<file path="src/rtl/frame_checker_impl_pkg.sv">
// Shared types and constants for the receive-side frame checker.
// Holds the per-port configuration record, the control FSM encoding,
// Ethernet/IPv4 constants, error flag bit positions and the statistics
// bundle that the host register interface reads.
package frame_checker_impl_pkg;

  localparam logic [15:0] ETHERTYPE_IPV4      = 16'h0800;
  localparam int          COUNTER_WIDTH_DEF   = 64;
  localparam int          MIN_FRAME_BYTES_DEF = 60;
  localparam int          MAX_FRAME_BYTES_DEF = 1514;

  localparam int ERR_RUNT     = 0;
  localparam int ERR_OVERSIZE = 1;
  localparam int ERR_NON_IPV4 = 2;
  localparam int ERR_DST      = 3;
  localparam int ERR_USER     = 4;
  localparam int ERR_W        = 5;

  typedef struct packed {
    logic        enable;
    logic [47:0] src_mac;
    logic [31:0] src_ip;
  } port_config_t;

  typedef enum logic [1:0] {
    ST_IDLE  = 2'd0,
    ST_RUN   = 2'd1,
    ST_DRAIN = 2'd2
  } ctrl_state_e;

  typedef struct packed {
    logic [COUNTER_WIDTH_DEF-1:0] rx_frames;
    logic [COUNTER_WIDTH_DEF-1:0] rx_bytes;
    logic [COUNTER_WIDTH_DEF-1:0] good_frames;
    logic [COUNTER_WIDTH_DEF-1:0] bad_frames;
    logic [ERR_W-1:0]             err_flags;
  } rx_stats_t;

endpackage

</file>
<file path="src/rtl/frame_checker_impl_if.sv">
// Byte-wide AXI-Stream link carrying frames into the checker.
//   data  : stream byte
//   valid : byte valid
//   last  : last byte of frame
//   user  : MAC-reported error, meaningful on the last beat
//   ready : sink ready
interface frame_checker_impl_if;
  logic [7:0] data;
  logic       valid;
  logic       last;
  logic       user;
  logic       ready;

  modport master (output data, valid, last, user, input ready);
  modport slave  (input data, valid, last, user, output ready);
endinterface

</file>
<file path="src/rtl/frame_checker_impl_rx_stat_counter.sv">
// Saturating statistics counter.
//   clk, rst : clock, synchronous active-high reset
//   clr      : zero the count (wins over en)
//   en       : add inc this cycle
//   inc      : increment amount
//   count    : current value, sticks at all-ones
module rx_stat_counter #(
  parameter int W = 64
) (
  input  logic         clk,
  input  logic         rst,
  input  logic         clr,
  input  logic         en,
  input  logic [W-1:0] inc,
  output logic [W-1:0] count
);

  logic [W-1:0] count_q, count_d;
  logic [W:0]   sum;

  always_comb begin
    sum     = {1'b0, count_q} + {1'b0, inc};
    count_d = count_q;
    if (clr)
      count_d = '0;
    else if (en)
      count_d = sum[W] ? '1 : sum[W-1:0];
  end

  always_ff @(posedge clk) begin
    if (rst) count_q <= '0;
    else     count_q <= count_d;
  end

  assign count = count_q;

endmodule

</file>
<file path="src/rtl/frame_checker_impl.sv">
// Receive-side frame checker: AXI-Stream sink that parses Ethernet/IPv4
// headers, classifies each frame as good or bad, and keeps statistics.
//   clk, rst          : clock, synchronous active-high reset
//   start, stop       : measurement control pulses
//   port_config       : enable, expected dst MAC/IP (our src_mac/src_ip)
//   axis_s            : frame stream (slave side)
//   running           : measurement active
//   frame_done        : pulse when a counted frame is classified
//   rx_frames..bad_frames, err_flags : statistics
//
// state    | meaning
// ST_IDLE  | not measuring, frames consumed silently
// ST_RUN   | measuring, frames starting now are counted
// ST_DRAIN | stop seen mid-frame, waiting for that frame to finish
module frame_checker_impl
  import frame_checker_impl_pkg::*;
#(
  parameter int COUNTER_WIDTH   = COUNTER_WIDTH_DEF,
  parameter int MAX_FRAME_BYTES = MAX_FRAME_BYTES_DEF,
  parameter int MIN_FRAME_BYTES = MIN_FRAME_BYTES_DEF
) (
  input  logic                     clk,
  input  logic                     rst,
  input  logic                     start,
  input  logic                     stop,
  input  port_config_t             port_config,
  frame_checker_impl_if.slave      axis_s,
  output logic                     running,
  output logic                     frame_done,
  output logic [COUNTER_WIDTH-1:0] rx_frames,
  output logic [COUNTER_WIDTH-1:0] rx_bytes,
  output logic [COUNTER_WIDTH-1:0] good_frames,
  output logic [COUNTER_WIDTH-1:0] bad_frames,
  output logic [ERR_W-1:0]         err_flags
);

  ctrl_state_e      state_q, state_d;
  logic             ready_q;
  logic [15:0]      idx_q, idx_d;
  logic             in_frame_q, in_frame_d;
  logic             counted_q, counted_d;
  logic [47:0]      dst_mac_q, dst_mac_d;
  logic [15:0]      ethertype_q, ethertype_d;
  logic [3:0]       ver_q, ver_d;
  logic [31:0]      dst_ip_q, dst_ip_d;
  logic             done_q, done_d;
  logic [ERR_W-1:0] err_q, err_d;

  logic             accept, first_beat, start_go, counted_now, cls_fire, cls_good;
  logic [16:0]      len;
  logic [ERR_W-1:0] causes;

  always_comb begin
    state_d     = state_q;
    idx_d       = idx_q;
    in_frame_d  = in_frame_q;
    counted_d   = counted_q;
    dst_mac_d   = dst_mac_q;
    ethertype_d = ethertype_q;
    ver_d       = ver_q;
    dst_ip_d    = dst_ip_q;
    err_d       = err_q;

    accept      = axis_s.valid & ready_q;
    first_beat  = accept & ~in_frame_q;
    start_go    = start & port_config.enable;
    counted_now = first_beat ? (state_q != ST_IDLE) : counted_q;
    len         = {1'b0, idx_q} + 17'd1;

    if (accept) begin
      case (idx_q)
        16'd0:  dst_mac_d[47:40]  = axis_s.data;
        16'd1:  dst_mac_d[39:32]  = axis_s.data;
        16'd2:  dst_mac_d[31:24]  = axis_s.data;
        16'd3:  dst_mac_d[23:16]  = axis_s.data;
        16'd4:  dst_mac_d[15:8]   = axis_s.data;
        16'd5:  dst_mac_d[7:0]    = axis_s.data;
        16'd12: ethertype_d[15:8] = axis_s.data;
        16'd13: ethertype_d[7:0]  = axis_s.data;
        16'd14: ver_d             = axis_s.data[7:4];
        16'd30: dst_ip_d[31:24]   = axis_s.data;
        16'd31: dst_ip_d[23:16]   = axis_s.data;
        16'd32: dst_ip_d[15:8]    = axis_s.data;
        16'd33: dst_ip_d[7:0]     = axis_s.data;
        default: ;
      endcase
      idx_d      = axis_s.last ? 16'd0 : ((idx_q == 16'hFFFF) ? idx_q : idx_q + 16'd1);
      in_frame_d = ~axis_s.last;
      counted_d  = ~axis_s.last & counted_now;
    end
    // A restart abandons whatever frame is in flight.
    if (start_go)
      counted_d = 1'b0;

    // Classification reads the *_d header copies so the last beat's own byte
    // is included; length gates out fields the frame never carried, since
    // the header registers may still hold a previous frame's values.
    causes               = '0;
    causes[ERR_RUNT]     = len < 17'(MIN_FRAME_BYTES);
    causes[ERR_OVERSIZE] = len > 17'(MAX_FRAME_BYTES);
    causes[ERR_NON_IPV4] = (len < 17'd15) | (ethertype_d != ETHERTYPE_IPV4) | (ver_d != 4'h4);
    causes[ERR_DST]      = (len < 17'd34) | (dst_mac_d != port_config.src_mac) |
                           (dst_ip_d != port_config.src_ip);
    causes[ERR_USER]     = axis_s.user;
    cls_good             = (causes == '0);
    cls_fire             = accept & axis_s.last & counted_now & ~start_go;
    done_d               = cls_fire;

    if (start_go)
      err_d = '0;
    else if (cls_fire)
      err_d = err_q | causes;

    case (state_q)
      ST_IDLE: if (start_go) state_d = ST_RUN;
      ST_RUN: begin
        if (start_go)
          state_d = ST_RUN;
        else if (stop)
          state_d = ((in_frame_q | accept) & ~(accept & axis_s.last)) ? ST_DRAIN : ST_IDLE;
      end
      ST_DRAIN: begin
        if (start_go)
          state_d = ST_RUN;
        else if (accept & axis_s.last)
          state_d = ST_IDLE;
      end
      default: state_d = ST_IDLE;
    endcase
  end

  always_ff @(posedge clk) begin
    if (rst) begin
      state_q     <= ST_IDLE;
      ready_q     <= 1'b0;
      idx_q       <= '0;
      in_frame_q  <= 1'b0;
      counted_q   <= 1'b0;
      dst_mac_q   <= '0;
      ethertype_q <= '0;
      ver_q       <= '0;
      dst_ip_q    <= '0;
      done_q      <= 1'b0;
      err_q       <= '0;
    end else begin
      state_q     <= state_d;
      ready_q     <= 1'b1;
      idx_q       <= idx_d;
      in_frame_q  <= in_frame_d;
      counted_q   <= counted_d;
      dst_mac_q   <= dst_mac_d;
      ethertype_q <= ethertype_d;
      ver_q       <= ver_d;
      dst_ip_q    <= dst_ip_d;
      done_q      <= done_d;
      err_q       <= err_d;
    end
  end

  assign axis_s.ready = ready_q;
  assign running      = (state_q != ST_IDLE);
  assign frame_done   = done_q;
  assign err_flags    = err_q;

  rx_stat_counter #(.W(COUNTER_WIDTH)) u_rx_frames (
    .clk(clk), .rst(rst), .clr(start_go), .en(cls_fire),
    .inc(COUNTER_WIDTH'(1)), .count(rx_frames));

  rx_stat_counter #(.W(COUNTER_WIDTH)) u_rx_bytes (
    .clk(clk), .rst(rst), .clr(start_go), .en(cls_fire),
    .inc(COUNTER_WIDTH'(len)), .count(rx_bytes));

  rx_stat_counter #(.W(COUNTER_WIDTH)) u_good_frames (
    .clk(clk), .rst(rst), .clr(start_go), .en(cls_fire & cls_good),
    .inc(COUNTER_WIDTH'(1)), .count(good_frames));

  rx_stat_counter #(.W(COUNTER_WIDTH)) u_bad_frames (
    .clk(clk), .rst(rst), .clr(start_go), .en(cls_fire & ~cls_good),
    .inc(COUNTER_WIDTH'(1)), .count(bad_frames));

endmodule

</file>
<file path="src/flat_wrapper.sv">
// flat-port wrapper written by rule: the top's interface ports become plain ports
module frame_checker_impl_flat import frame_checker_impl_pkg::*;
#(
  parameter int COUNTER_WIDTH   = COUNTER_WIDTH_DEF,
  parameter int MAX_FRAME_BYTES = MAX_FRAME_BYTES_DEF,
  parameter int MIN_FRAME_BYTES = MIN_FRAME_BYTES_DEF
)
  (clk, rst, start, stop, port_config, running, frame_done, rx_frames, rx_bytes, good_frames, bad_frames, err_flags, axis_s_data, axis_s_valid, axis_s_last, axis_s_user, axis_s_ready);
  frame_checker_impl_if axis_s_i ();
  input  logic clk;
  input  logic rst;
  input  logic start;
  input  logic stop;
  input  port_config_t port_config;
  output logic running;
  output logic frame_done;
  output logic [COUNTER_WIDTH-1:0] rx_frames;
  output logic [COUNTER_WIDTH-1:0] rx_bytes;
  output logic [COUNTER_WIDTH-1:0] good_frames;
  output logic [COUNTER_WIDTH-1:0] bad_frames;
  output logic [ERR_W-1:0] err_flags;
  input wire logic [$bits(axis_s_i.data)-1:0] axis_s_data;
  input wire logic [$bits(axis_s_i.valid)-1:0] axis_s_valid;
  input wire logic [$bits(axis_s_i.last)-1:0] axis_s_last;
  input wire logic [$bits(axis_s_i.user)-1:0] axis_s_user;
  output wire logic [$bits(axis_s_i.ready)-1:0] axis_s_ready;
  assign axis_s_i.data = axis_s_data;
  assign axis_s_i.valid = axis_s_valid;
  assign axis_s_i.last = axis_s_last;
  assign axis_s_i.user = axis_s_user;
  assign axis_s_ready = axis_s_i.ready;
  frame_checker_impl #(.COUNTER_WIDTH(COUNTER_WIDTH), .MAX_FRAME_BYTES(MAX_FRAME_BYTES), .MIN_FRAME_BYTES(MIN_FRAME_BYTES)) u_core (.clk(clk), .rst(rst), .start(start), .stop(stop), .port_config(port_config), .axis_s(axis_s_i), .running(running), .frame_done(frame_done), .rx_frames(rx_frames), .rx_bytes(rx_bytes), .good_frames(good_frames), .bad_frames(bad_frames), .err_flags(err_flags));
endmodule
</file>
<file path="config.mk">
export PLATFORM = sky130hd
export DESIGN_NAME = frame_checker_impl_flat
export DESIGN_NICKNAME = d
export VERILOG_FILES = /design/src/rtl/frame_checker_impl_pkg.sv /design/src/rtl/frame_checker_impl_if.sv /design/src/rtl/frame_checker_impl_rx_stat_counter.sv /design/src/rtl/frame_checker_impl.sv /design/src/flat_wrapper.sv
export SDC_FILE = /design/constraint.sdc
export NUM_CORES = 1
export LEC_CHECK = 0
export ABC_CLOCK_PERIOD_IN_PS = 5200
export CAP_MARGIN = 20
export CORE_MARGIN = 2
export CORE_UTILIZATION = 39
export DETAILED_ROUTE_END_ITERATION = 12
export GPL_ROUTABILITY_DRIVEN = 0
export PLACE_DENSITY = 0.64
export SLEW_MARGIN = 20
export SYNTH_ARGS = -nofsm -noshare
export SYNTH_HDL_FRONTEND = slang
export SYNTH_HIERARCHICAL = 1
export SYNTH_SLANG_ARGS = --single-unit
</file>
<file path="constraint.sdc">
create_clock -name clk -period 5.2 [get_ports clk]
set_input_delay 1.04 -clock clk [delete_from_list [all_inputs] [get_ports clk]]
set_output_delay 1.04 -clock clk [all_outputs]
set_load 0.01 [all_outputs]
</file>
## Word level (Yosys, flattened, before mapping)

Cells that the tools add are included.

| storage, ports and cells | value |
|---|---|
| register bits after elaboration | 383 |
| output and inout bits | 264 |
| word-level logic and storage cells | 108 |
| input port bits | 96 |

| operators by class | value |
|---|---|
| reductions and logical operators | 7 |
| mux-type cells | 32 |
| eq/ne operators | 23 |
| add/sub/neg operators | 6 |
| bitwise operators | 21 |
| $lt $le $gt $ge | 4 |

Operators with widths:

| operator | number |
|---|---|
| 2-to-1 mux 64 bit | 4 |
| adder 64 x 1 -> 65 bit, second input constant | 3 |
| 2-to-1 mux 8 bit | 12 |
| adder 64 x 17 -> 65 bit | 1 |
| equality test 16 x 4 -> 1 bit, second input constant | 3 |
| 2-to-1 mux 16 bit | 3 |
| 2-to-1 mux 48 bit | 1 |
| != test 48 bit | 1 |
| < comparator 17 x 6 -> 1 bit, second input constant | 2 |
| equality test 16 x 2 -> 1 bit, second input constant | 2 |
| equality test 16 x 3 -> 1 bit, second input constant | 2 |
| equality test 16 x 5 -> 1 bit, second input constant | 2 |
| equality test 16 x 6 -> 1 bit, second input constant | 2 |
| 2-to-1 mux 32 bit | 1 |
| != test 32 bit | 1 |
| adder 16 x 1 -> 17 bit, second input constant | 1 |
| greater-than comparator 17 x 11 -> 1 bit, second input constant | 1 |
| < comparator 17 x 4 -> 1 bit, second input constant | 1 |
| adder 16 x 1 -> 16 bit, second input constant | 1 |
| equality test 16 x 1 -> 1 bit, second input constant | 1 |
| equality test 16 bit, second input constant | 1 |
| logical NOT 16 bit | 1 |
| != test 16 x 12 -> 1 bit, second input constant | 1 |
| 2-to-1 mux 2 bit | 6 |
| other kinds (20) | 39 |

## Logic depth before layout (Yosys ltp)

Gate-level depths: netlist (run 1).

| logic depth | value |
|---|---|
| depth after elaboration | 9 |
| depth in mapped cells | 20 |
| mapped depth without buffers | 17 |

## Modules after synthesis

The synthesis (run 1) kept the hierarchy.

Modules (own cells, without submodules):

| module | seq. area each (sq um) | area each (sq um) | instances | cells an instance |
|---|---|---|---|---|
| rx_stat_counter (u_core.u_rx_bytes ...) | 1281.2 | 5933.2 | 2 | 711 |
| rx_stat_counter (u_core.u_bad_frames ...) | 1281.2 | 5876.9 | 2 | 786 |
| frame_checker_impl | 2542.4 | 8518.2 | 1 | 1178 |

## Worst setup path before layout (run 1)

OpenSTA, ideal clock, no wires.

| timing | value |
|---|---|
| kind | in2reg |
| start point | input port axis_s_valid |
| end point | register u_core.u_good_frames.count_q[44] (netlist: u_core/u_good_frames/count[44]) |
| arrival | 4.714 ns |
| slack | 0.364 ns |
| path buffers | 4 |
| setup time | 0.122 ns |
| required time | 5.078 ns |
| stages | 17 |
| cells stage by stage | nand4bb_1 nor3_1 clkbuf_1 buf_2 nand4_1 nor2_1 a21oi_1 or4_1 nor4_1 nand4_1 nor4_1 nor2b_1 nor2b_1 a31o_2 buf_2 buf_2 a21oi_1 |

| on the way | value |
|---|---|
| cells in the longest elaborated chain, start to end | 7 |
| elaborated cells between the ends (all ways) | 20 |
| those cells by class | 4 x eq/ne; 5 x mux; 10 x bitwise; 1 x reduce/logical |

RTL lines:

| what | line | RTL |
|---|---|---|
| start: declaration | flat_wrapper.sv:23 | `input wire logic [$bits(axis_s_i.valid)-1:0] axis_s_valid;` |
| AND 1 bit (*) | frame_checker_impl.sv:64 | `accept = axis_s.valid & ready_q;` |
| 2-to-1 mux 48 bit or 2-to-1 mux 16 bit (tied branches) | frame_checker_impl.sv:70 | `if (accept) begin` |
| != test 48 bit or != test 16 x 12 -> 1 bit (tied branches) | frame_checker_impl.sv:102, frame_checker_impl.sv:101 |  |
| OR 1 bit, on equally long branches (2 in a row) | frame_checker_impl.sv:102, frame_checker_impl.sv:101 |  |
| logical NOT 5 bit | frame_checker_impl.sv:105 | `cls_good = (causes == '0);` |
| AND 1 bit (*) | frame_checker_impl.sv:174 | `.clk(clk), .rst(rst), .clr(start_go), .en(cls_fire & cls_good),` |
| end signal: assignment | frame_checker_impl_rx_stat_counter.sv:32 | `else count_q <= count_d;` |
| end: declaration | frame_checker_impl_rx_stat_counter.sv:18 | `logic [W-1:0] count_q, count_d;` |

Every way passes the cells marked *; elsewhere a longest branch is shown, timed or not.
A chain may end at the register's enable or synchronous reset.

## Worst setup path in the final report (run 1)

| timing | value |
|---|---|
| start point | input port axis_s_valid |
| end point | register u_core.u_bad_frames.count_q[29] (netlist: u_core/u_bad_frames/count[29]) |

| on the way | value |
|---|---|
| cells in the longest elaborated chain, start to end | 8 |
| elaborated cells between the ends (all ways) | 21 |
| those cells by class | 4 x eq/ne; 5 x mux; 11 x bitwise; 1 x reduce/logical |

RTL lines:

| what | line | RTL |
|---|---|---|
| AND 1 bit (*) | frame_checker_impl.sv:64 |  |
| 2-to-1 mux 48 bit or 2-to-1 mux 16 bit (tied branches) | frame_checker_impl.sv:70 |  |
| != test 48 bit or != test 16 x 12 -> 1 bit (tied branches) | frame_checker_impl.sv:102, frame_checker_impl.sv:101 |  |
| OR 1 bit, on equally long branches (2 in a row) | frame_checker_impl.sv:102, frame_checker_impl.sv:101 |  |
| logical NOT 5 bit | frame_checker_impl.sv:105 |  |
| inverter 1 bit | frame_checker_impl.sv:178 | `.clk(clk), .rst(rst), .clr(start_go), .en(cls_fire & ~cls_good),` |
| AND 1 bit (*) | frame_checker_impl.sv:178 |  |
| end signal: assignment | frame_checker_impl_rx_stat_counter.sv:32 |  |
| end: declaration | frame_checker_impl_rx_stat_counter.sv:18 |  |

Marks and branches as above.

==> flow_summary.yaml, run 1 <==
synth:
  syn_area_um2: 32100
  syn_area_per_cell_um2: 7.70
  synth_cell_type_count: 106
  synth_ff_type: "dfxtp_1"
  synth-edff-count: 0
  synth_top_area_share_pct: 23.9
  yosys_register_bits: 383
  syn_inst: 4172
  seq_area_frac_synth_pct: 23.9
  yosys-top-cells-area: "dfxtp_1 (24%), ha_1 (10%), a21oi_1 (8.6%), o21ai_0 (4.9%), o221a_2 (4.7%)"
  ys_warn_count: 6
  async_reset_ff_share_pct: 0
  yosysTopAreaCell: "dfxtp_1"
global_routing:
  grt_max_degree: 66
  grt.total_usage_pct: 25.3
  use_met3_pct: 5.00
  use_met2_pct: 41.6
  antenna_found_initial: 2
  top_usage_layer: "met2"
  grt_first_pass_wirelength_um: 175000
  globalRoute.totalOverflow: 0
  grt_util_met1_pct: 31.5
  grt_pass1_vias: 31800
clocking:
  clkTransAtPathRegs_ns: 0.06
  cts-hold-fix-buffers: 0
  htreeDepth: 2
  cts_sinks: 383
  cts_tree: "yes"
  cts_buffer_depth: 3
  clk_latency_ns: 0.61
  cts_buffers: 50
  cts_root_buf: "clkbuf_16"
placement:
  portBuffers: 359
  pre_cts_ws_ns: -0.450
  placed_cells_incl_taps: 5774
  postPlaceCellArea_um2: 38400
  place_hpwl_um: 86000
routing:
  via_count: 33800
  ant_nets: 0
  drt_pass1_iterations: 6
  avgViaCountPerCell: 5.77
  first_iter_violations: 2549
  wl_per_cell_um: 19.2
  routed_wl_um: 113000
  drc: 0
timing:
  setup_slack_ns: 0.0395
  slew_viol_final: 0
  finalCritPeriodShare_pct: 99.2
  period_minus_slack_ns: 5.16
  tns_ns: 0
  finalSetupViolCount: 0
  worst_slew_pin_slew_ns: 0.971
  fin_worst_skew_ns: 0.0291
  final_hold_viol_count: 0
  max_freq_mhz: 194
  relSlewSlack_pct: 35.1
floorplanning:
  die_area_um2: 84700
  core_area_um2: 81800
  io-pin-count: 360
  dieWidth_um: 291
  row_count: 105
  fp.dieH_um: 291
  initial_core_util_pct: 39.3
worst_setup_path:
  critPathArrivalTime_ns: 5.69
  required_ns: 5.73
  endpoint_kind: "flip-flop"
  timing.critical_path.fanout_max: 41
  critPathLaunchType: "input pin"
  rr_endpoint: "u_core/u_bad_frames/count[29]"
  crit_start: "axis_s_valid"
  slowest_stage: "or4_4"
  critPathCapture: "u_core/u_bad_frames/count[29]"
  reg2reg_from: "u_core/idx_q[9]"
  crit_chain: "clkdlybuf4s50_1 -> or4bb_1 -> nor4_4 -> buf_4 -> nand2_2 -> mux2i_2 -> o22a_2 -> or4b_1 -> or4_4 -> nor4_2 -> buf_4 -> nor2_4 -> nor2b_1 -> nor2b_1 -> a31o_2 -> buf_12 -> a21oi_1"
  regToRegSetupSlack_ns: 0.37
  reg2reg_depth: 16
  crit_type: "in2reg"
  max_stage_delay_ns: 0.53
run:
  cap_violations: 0
final_layout:
  fin_nets: 5117
  fin_cells: 5866
  seqCellArea_um2: 7670
  multi_input_area_um2: 23900
  fill_cells: 8085
  final_cell_area_um2: 40200
  drive_above_1_share_pct: 10.7
  area_growth_pct: 25.0
  final_util_pct: 49.1
  diodes: 0
worst_hold_path:
  hp-class: "reg2reg"
power:
  p_per_area_nw_per_um2: 192
  peakVddDrop_mv: 0.262
  p_leak_uw: 0.0168
status:
  status: "finished, final reports clean"
[metal layers]
layer  part of all wire, %  routed length (um)  vias up
li1                      -                   -    16500
met1                    42               47300    15800
met2                    45               51200     1222
met3                   7.3                8240      313
met4                   5.4                6110        4
met5                 0.022                  25        -
[worst max-delay path: cells and delay by family]
family                 cells  cell delay [ns]
multiplexers               1             0.24
AND/OR/NAND/NOR            9             2.67
buffers and inverters      4             1.07
AO/OA/AOI/OAI              3             0.61
[logic make-up after synthesis]
group / after synthesis / synth area share (%)
xor gates and xnor gates: 305 / 8.31
adders and majority gates: 264 / 10.4
and+or+nand+nor: 1250 / 19.2
DFF: 383 / 23.9
buffers and inverters: 377 / 4.87
AOI/OAI and AO/OA: 1560 / 32.4
other: 2 / 0.0234
muxes: 31 / 0.985
[cell usage after synthesis (all sizes together), types with 24 or more instances]
cell	instances
a21oi	553
dfxtp	383
nand2	351
nor2	348
o21ai	328
ha	260
clkbuf	195
xnor2	164
xor2	141
o221a	136
a21o	126
inv	119
nand4	100
nand3	87
nor3	82
o21bai	72
buf	58
nor2b	36
nand2b	34
nor4	34
o31ai	34
a31oi	32
o21a	32
and3	31
mux2i	29
and2	28
a211oi	27
o211ai	26
or4	24
[sequential cells by signal, summed over array words and instances (netlist names)]
signal / count
u_core/err_flags: 5
u_core/ethertype_q: 16
u_core/dst_ip_q: 32
u_core/u_rx_frames/count: 64
u_core/dst_mac_q: 48
u_core/frame_done: 1
u_core/counted_q: 1
u_core/u_bad_frames/count: 64
u_core/state_q: 2
u_core/ver_q: 4
u_core/u_rx_bytes/count: 64
u_core/in_frame_q: 1
u_core/idx_q: 16
u_core/u_good_frames/count: 64
u_core/axis_s.ready: 1
[worst min-delay path by stage]
stage / from / end / slack (ns) / depth (start not counted)
after floorplan: u_core/dst_ip_q[27] / u_core/dst_ip_q[27] / 0.44 / 2
after global placement: u_core/dst_mac_q[10] / u_core/dst_mac_q[10] / 0.44 / 2
after detailed placement: u_core/dst_mac_q[10] / u_core/dst_mac_q[10] / 0.45 / 2
after CTS: u_core/dst_mac_q[10] / u_core/dst_mac_q[10] / 0.46 / 2
after global routing: u_core/dst_mac_q[10] / u_core/dst_mac_q[10] / 0.48 / 2
final: u_core/dst_ip_q[27] / u_core/dst_ip_q[27] / 0.47 / 2
[power breakdown]
group	total, uW	leakage [uW]	switching, uW	internal (uW)
combinational	1130	0.0129	703	427
clock	3600	0.000826	1470	2140
sequential	2970	0.00309	18.4	2950
[placed cells by master, fill, tap and decap left out, types with 13 or more instances in the layout]
master	Yosys	routed
nand4_1	98	98
a31oi_1	30	30
o2111ai_1	14	14
clkbuf_16	0	50
inv_1	118	117
clkdlybuf4s50_1	0	358
and2_1	27	27
mux2i_1	28	26
nor2b_1	36	36
xor2_1	141	140
nor3_1	78	75
o21bai_1	72	72
o21a_1	32	32
or4_1	20	19
and3_1	28	28
nor4_1	31	29
o21ai_0	313	313
nor2_1	346	343
ha_1	260	260
or3_1	18	18
a21boi_0	13	13
nand2_1	349	349
dfxtp_1	383	383
o211ai_1	26	26
a211oi_1	27	27
xnor2_1	164	164
conb_1	2	242
buf_4	6	185
nand2b_1	34	34
a221oi_1	16	16
o221a_2	134	134
o22ai_1	23	23
o31ai_1	30	29
a2111oi_0	17	16
a21o_1	126	126
nand3_1	87	87
or2_2	15	15
a21oi_1	551	551
[per-stage QoR]
| stage | total power (uW) | hold WS, ns |
|---|---|---|
| floorplan | 3730 | 0.436 |
| finish | 7710 | 0.465 |
| CTS | 7790 | 0.462 |
| global route | 8020 | 0.482 |
| global placement | 4120 | 0.445 |
| detailed placement | 4120 | 0.453 |
[what timing repair did]
action	in CTS	in global routing
setup buffers	0	1
endpoints found under the setup margin	0	121
resized for setup	0	7
[area by class of cell]
| cell class | instances | area share, % |
|---|---|---|
| clock inverters | 20 | 0.598 |
| flip-flops and latches | 383 | 19.1 |
| inverters | 120 | 1.13 |
| multi-input cells | 3652 | 59.5 |
| clock buffers | 71 | 3.61 |
| repair buffers | 550 | 12.7 |
| well taps | 1070 | 3.33 |
Note: power is estimated with default switching activity, not from simulation.
==> run 2: changes to the inputs <==
--- a/config.mk
+++ b/config.mk
@@ -11,8 +11,6 @@
 export CORE_UTILIZATION = 39
 export DETAILED_ROUTE_END_ITERATION = 12
 export GPL_ROUTABILITY_DRIVEN = 0
-export PLACE_DENSITY = 0.64
-export SLEW_MARGIN = 20
 export SYNTH_ARGS = -nofsm -noshare
 export SYNTH_HDL_FRONTEND = slang
 export SYNTH_HIERARCHICAL = 1
==> flow_summary.yaml, run 2 (synthesis gave the netlist of run 1 again) <==
worst_setup_path:
  max_stage_delay_ns: 0.57
  crit_buf_inv: 4
  critPathLaunchType: "input pin"
  reg2reg_depth: 16
  crit_type: "in2reg"
  path_delay_family: "simple AND/OR/NAND/NOR gates"
  required_ns: 5.73
  timing.critical_path.fanout_max: 41
  regToRegSetupSlack_ns: 0.40
  crit_cells: 17
  slowest_stage: "or4_1"
  critPathArrivalTime_ns: 5.49
  crit_chain: "clkdlybuf4s50_1 -> or4bb_1 -> nor4_4 -> buf_4 -> nand2_2 -> mux2i_2 -> o22a_2 -> or4b_1 -> or4_1 -> nor4_4 -> buf_4 -> nor2_4 -> nor2b_1 -> nor2b_1 -> a31o_2 -> buf_12 -> a21oi_1"
  endpoint_kind: "flip-flop"
routing:
  routed_wl_um: 113000
  first_iter_violations: 2334
  wl_per_cell_um: 19.2
  via_count: 33600
  ant_nets: 0
  avgViaCountPerCell: 5.71
  drc: 0
  drt_pass1_iterations: 5
clocking:
  clkTransAtPathRegs_ns: 0.06
  clk_latency_ns: 0.61
  htreeDepth: 2
  post_cts_buffers: 0
  cts-hold-fix-buffers: 0
  cts_buffers: 50
  cts_root_buf: "clkbuf_16"
  cts_sinks: 383
  cts_buffer_depth: 3
  cts_tree: "yes"
final_layout:
  fin_nets: 5137
  fin_cells: 5885
  final_cell_mix: "a21oi_1 (551), dfxtp_1 (383), clkdlybuf4s50_1 (358), nand2_1 (349), nor2_1 (343)"
  diodes: 0
  area_growth_pct: 25.8
  mostFrequentLayoutCell: "a21oi_1"
  drive_above_1_share_pct: 11.0
floorplanning:
  fp.dieH_um: 291
  io-pin-count: 360
  die_area_um2: 84700
  dieWidth_um: 291
  initial_core_util_pct: 39.3
  core_area_um2: 81800
  row_count: 105
placement:
  portBuffers: 359
  pre_cts_ws_ns: -0.977
  place_hpwl_um: 87100
  placed_cells_incl_taps: 5795
timing:
  rsz0062_at_grt: "false"
  relSlewSlack_pct: 33.5
  fin_worst_skew_ns: 0.0199
  holdWs_ns: 0.460
  finalCritPeriodShare_pct: 95.5
  finalSetupViolCount: 0
  setup_slack_ns: 0.232
  worst_slew_pin_slew_ns: 0.995
  slew_viol_final: 0
  period_minus_slack_ns: 4.97
  max_freq_mhz: 201
  final_hold_viol_count: 0
worst_hold_path:
  hp-class: "reg2reg"
  whs_path_depth: 2
power:
  p_leak_uw: 0.0170
  peakVddDrop_mv: 0.242
  p_per_area_nw_per_um2: 194
global_routing:
  antenna_found_initial: 4
  grt_pass1_vias: 32200
  grt.total_usage_pct: 25.5
  grt_first_pass_wirelength_um: 177000
  globalRoute.totalOverflow: 0
  grt_max_degree: 83
run:
  cap_violations: 0
status:
  status: "finished, final reports clean"
-- run 2: cell count changes in the layout (fill, tap and decap cells not counted), moves of 2 or more --
cell,change
clkinv_2,-5
clkbuf_8,+6
nor4_2,-2
clkbuf_16,+3
clkinvlp_4,-3
mux2i_2,-2
mux2i_1,+2
buf_12,+2
buf_4,+17
nor4_4,+2
-- run 2: power breakdown --
part / total, uW / internal [uW] / switching [uW] / leakage, uW
combinational: 1130 / 428 / 698 / 0.0131
sequential: 2970 / 2950 / 18.0 / 0.00309
clock: 3730 / 2300 / 1440 / 0.000867
total: 7830 / 5680 / 2150 / 0.0170
-- run 2: repair_timing --
action | in CTS | in global routing
pin swaps | 0 | 1
setup endpoints to repair | 64 | 128
resized for setup | 3 | 8
-- run 2: layer usage --
layer	wire length [um]	part of all wire [%]	global-route usage (%)
met5	50	0.044	0
met4	4930	4.4	10.7
met3	8130	7.2	5.28
met2	52100	46	42.6
met1	47800	42	31.8
-- run 2: through the flow --
stage / total power, uW / TNS, ns / area [um2] / util, %
5_1_grt: 8150 / 0 / 40400 / 49.4
3_3_place_gp: 4120 / -83.01 / 38600 / 47.2
4_1_cts: 7910 / 0 / 40400 / 49.3
2_1_floorplan: 3730 / 0 / 33000 / -
6_report: 7830 / 0 / 40400 / 49.4
3_5_place_dp: 4130 / -84.74 / 38600 / 47.2
-- run 2: final cells by class --
type	count	area [um2]
clock buffer	81	1610
sequential	383	7670
fill	8168	41400
inverter	120	453
timing repair buffer	570	5290
tap	1070	1340
multi-input combinational	3652	23900
clock inverter	9	148
-- run 2: worst paths after layout --
| check | startpoint | to |
|---|---|---|
| worst max-delay path | axis_s_valid | u_core/u_bad_frames/count[26] |
| worst min-delay path | u_core/dst_mac_q[10] | u_core/dst_mac_q[10] |
| worst min register to register | u_core/dst_mac_q[10] | u_core/dst_mac_q[10] |
| worst max register to register | u_core/idx_q[0] | u_core/u_bad_frames/count[26] |
-- run 2: tightest hold or removal path, stage by stage (launching register included) --
cell     delay (ns)
dfxtp_1        0.31
nand2_1        0.05
a21oi_1        0.05
==> run 3: changes to the inputs <==
--- a/config.mk
+++ b/config.mk
@@ -9,6 +9,7 @@
 export CAP_MARGIN = 20
 export CORE_MARGIN = 2
 export CORE_UTILIZATION = 39
+export CTS_CLUSTER_DIAMETER = 60
 export DETAILED_ROUTE_END_ITERATION = 12
 export GPL_ROUTABILITY_DRIVEN = 0
 export SYNTH_ARGS = -nofsm -noshare
==> flow_summary.yaml, run 3 (synthesis gave the netlist of run 1 again) <==
status:
  status: "finished, final reports clean"
global_routing:
  grt_max_degree: 83
  use_met3_pct: 5.18
  top_usage_layer: "met2"
  antenna_found_initial: 4
  globalRoute.totalOverflow: 0
  grt.total_usage_pct: 25.6
  grt_pass1_vias: 32300
  grt_util_met1_pct: 31.9
  grt_first_pass_wirelength_um: 177000
  use_met2_pct: 42.9
timing:
  relSlewSlack_pct: 33.9
  final_hold_viol_count: 0
  finalCritPeriodShare_pct: 96.5
  tns_ns: 0
  worst_slew_pin_slew_ns: 0.990
  finalSetupViolCount: 0
  rsz0062_at_grt: "false"
  fin_worst_skew_ns: 0.0334
  max_freq_mhz: 199
  slew_viol_final: 0
  period_minus_slack_ns: 5.02
routing:
  wl_per_cell_um: 19.2
  ant_nets: 0
  routed_wl_um: 113000
  drc: 0
  via_count: 33700
  first_iter_violations: 2465
  drt_pass1_iterations: 6
  avgViaCountPerCell: 5.70
worst_hold_path:
  hold_path.startpoint: "u_core/dst_mac_q[10]"
  hp-class: "reg2reg"
floorplanning:
  row_count: 105
  io-pin-count: 360
  die_area_um2: 84700
  core_area_um2: 81800
  initial_core_util_pct: 39.3
  dieWidth_um: 291
  fp.dieH_um: 291
placement:
  place_hpwl_um: 87100
  postPlaceCellArea_um2: 38600
  portBuffers: 359
worst_setup_path:
  critPathCapture: "u_core/u_good_frames/count[45]"
  rr_endpoint: "u_core/u_bad_frames/count[12]"
  crit_start: "axis_s_valid"
  critPathLaunchType: "input pin"
  endpoint_kind: "flip-flop"
  reg2reg_from: "u_core/idx_q[0]"
  regToRegSetupSlack_ns: 0.25
  crit_type: "in2reg"
  timing.critical_path.fanout_max: 31
  critPathArrivalTime_ns: 5.53
  required_ns: 5.71
  reg2reg_depth: 16
final_layout:
  diodes: 0
  mostFrequentLayoutCell: "a21oi_1"
  seqCellArea_um2: 7670
  final_cell_mix: "a21oi_1 (551), dfxtp_1 (383), clkdlybuf4s50_1 (358), nand2_1 (349), nor2_1 (343)"
  final_cell_area_um2: 40700
  fin_nets: 5145
  area_growth_pct: 26.7
  multi_input_area_um2: 23900
  drive_above_1_share_pct: 11.4
  fill_cells: 8154
clocking:
  clk_latency_ns: 0.64
  cts_sinks: 383
  cts_buffers: 58
  cts_tree: "yes"
  clkTransAtPathRegs_ns: 0.06
  htreeDepth: 2
  cts_root_buf: "clkbuf_16"
  cts_buffer_depth: 3
  post_cts_buffers: 0
run:
  cap_violations: 0
power:
  peakVddDrop_mv: 0.234
  p_leak_uw: 0.0172
  p_per_area_nw_per_um2: 203
[run 3: per-layer routing]
layer / vias up / share of wire (%) / wire length (um)
li1: 16500 / - / -
met1: 15800 / 42 / 48100
met2: 1055 / 46 / 52400
met3: 271 / 7.2 / 8210
met4: 8 / 4.1 / 4670
met5: - / 0.048 / 54
[run 3: cell type report]
class	instances	share of cell area (%)
Multi-Input combinational cell	3652	58.7
Inverter	120	1.11
Sequential cell	383	18.8
Timing Repair Buffer	570	13.0
Clock buffer	82	4.26
Tap cell	1070	3.29
Clock inverter	28	0.789
[run 3: worst min-delay path by stage]
| stage | slack [ns] | endpoint | depth (start not counted) |
|---|---|---|---|
| 2_1_floorplan | 0.44 | u_core/dst_ip_q[27] | 2 |
| 3_3_place_gp | 0.45 | u_core/dst_mac_q[10] | 2 |
| 3_5_place_dp | 0.45 | u_core/dst_mac_q[10] | 2 |
| 4_1_cts | 0.46 | u_core/dst_mac_q[10] | 2 |
| 5_1_grt | 0.49 | u_core/dst_ip_q[27] | 2 |
| 6_report | 0.46 | u_core/dst_mac_q[10] | 2 |
[run 3: repair_timing]
item / CTS / global route
hold buffers: 0 / 0
pin swaps: 0 / 1
setup endpoints to repair: 64 / 128
gates resized for setup: 3 / 7
[run 3: critical path: stages]
cell and delay [ns]:
clkdlybuf4s50_1 0.54, nand4bb_1 0.14, buf_4 0.17, nor3_2 0.15, buf_4 0.22, and4_1 0.28
buf_4 0.24, mux2i_1 0.14, a211oi_1 0.49, nand4_1 0.18, nor4_1 0.33, nand3_1 0.22
nor4_4 0.32, buf_4 0.19, nor2b_2 0.20, nor2b_1 0.18, a31o_2 0.20, buf_12 0.20
a21oi_1 0.08
[run 3: report_power, final]
group / internal [uW] / total, uW / switching (uW)
clock network: 2580 / 4170 / 1590
registers: 2960 / 2970 / 18.0
logic: 428 / 1130 / 700
[run 3: metrics by stage]
stage | worst slack [ns] | hold slack (ns) | total power, uW | cells | util [%]
global placement | -0.874 | 0.445 | 4120 | 5794 | 47.2
global route | 0.0231 | 0.485 | 8590 | 5905 | 49.8
CTS | 0.107 | 0.459 | 8350 | 5905 | 49.7
floorplan | 0.364 | 0.436 | 3730 | 4412 | -
detailed placement | -0.977 | 0.451 | 4130 | 5795 | 47.2
finish | 0.182 | 0.459 | 8270 | 5905 | 49.8
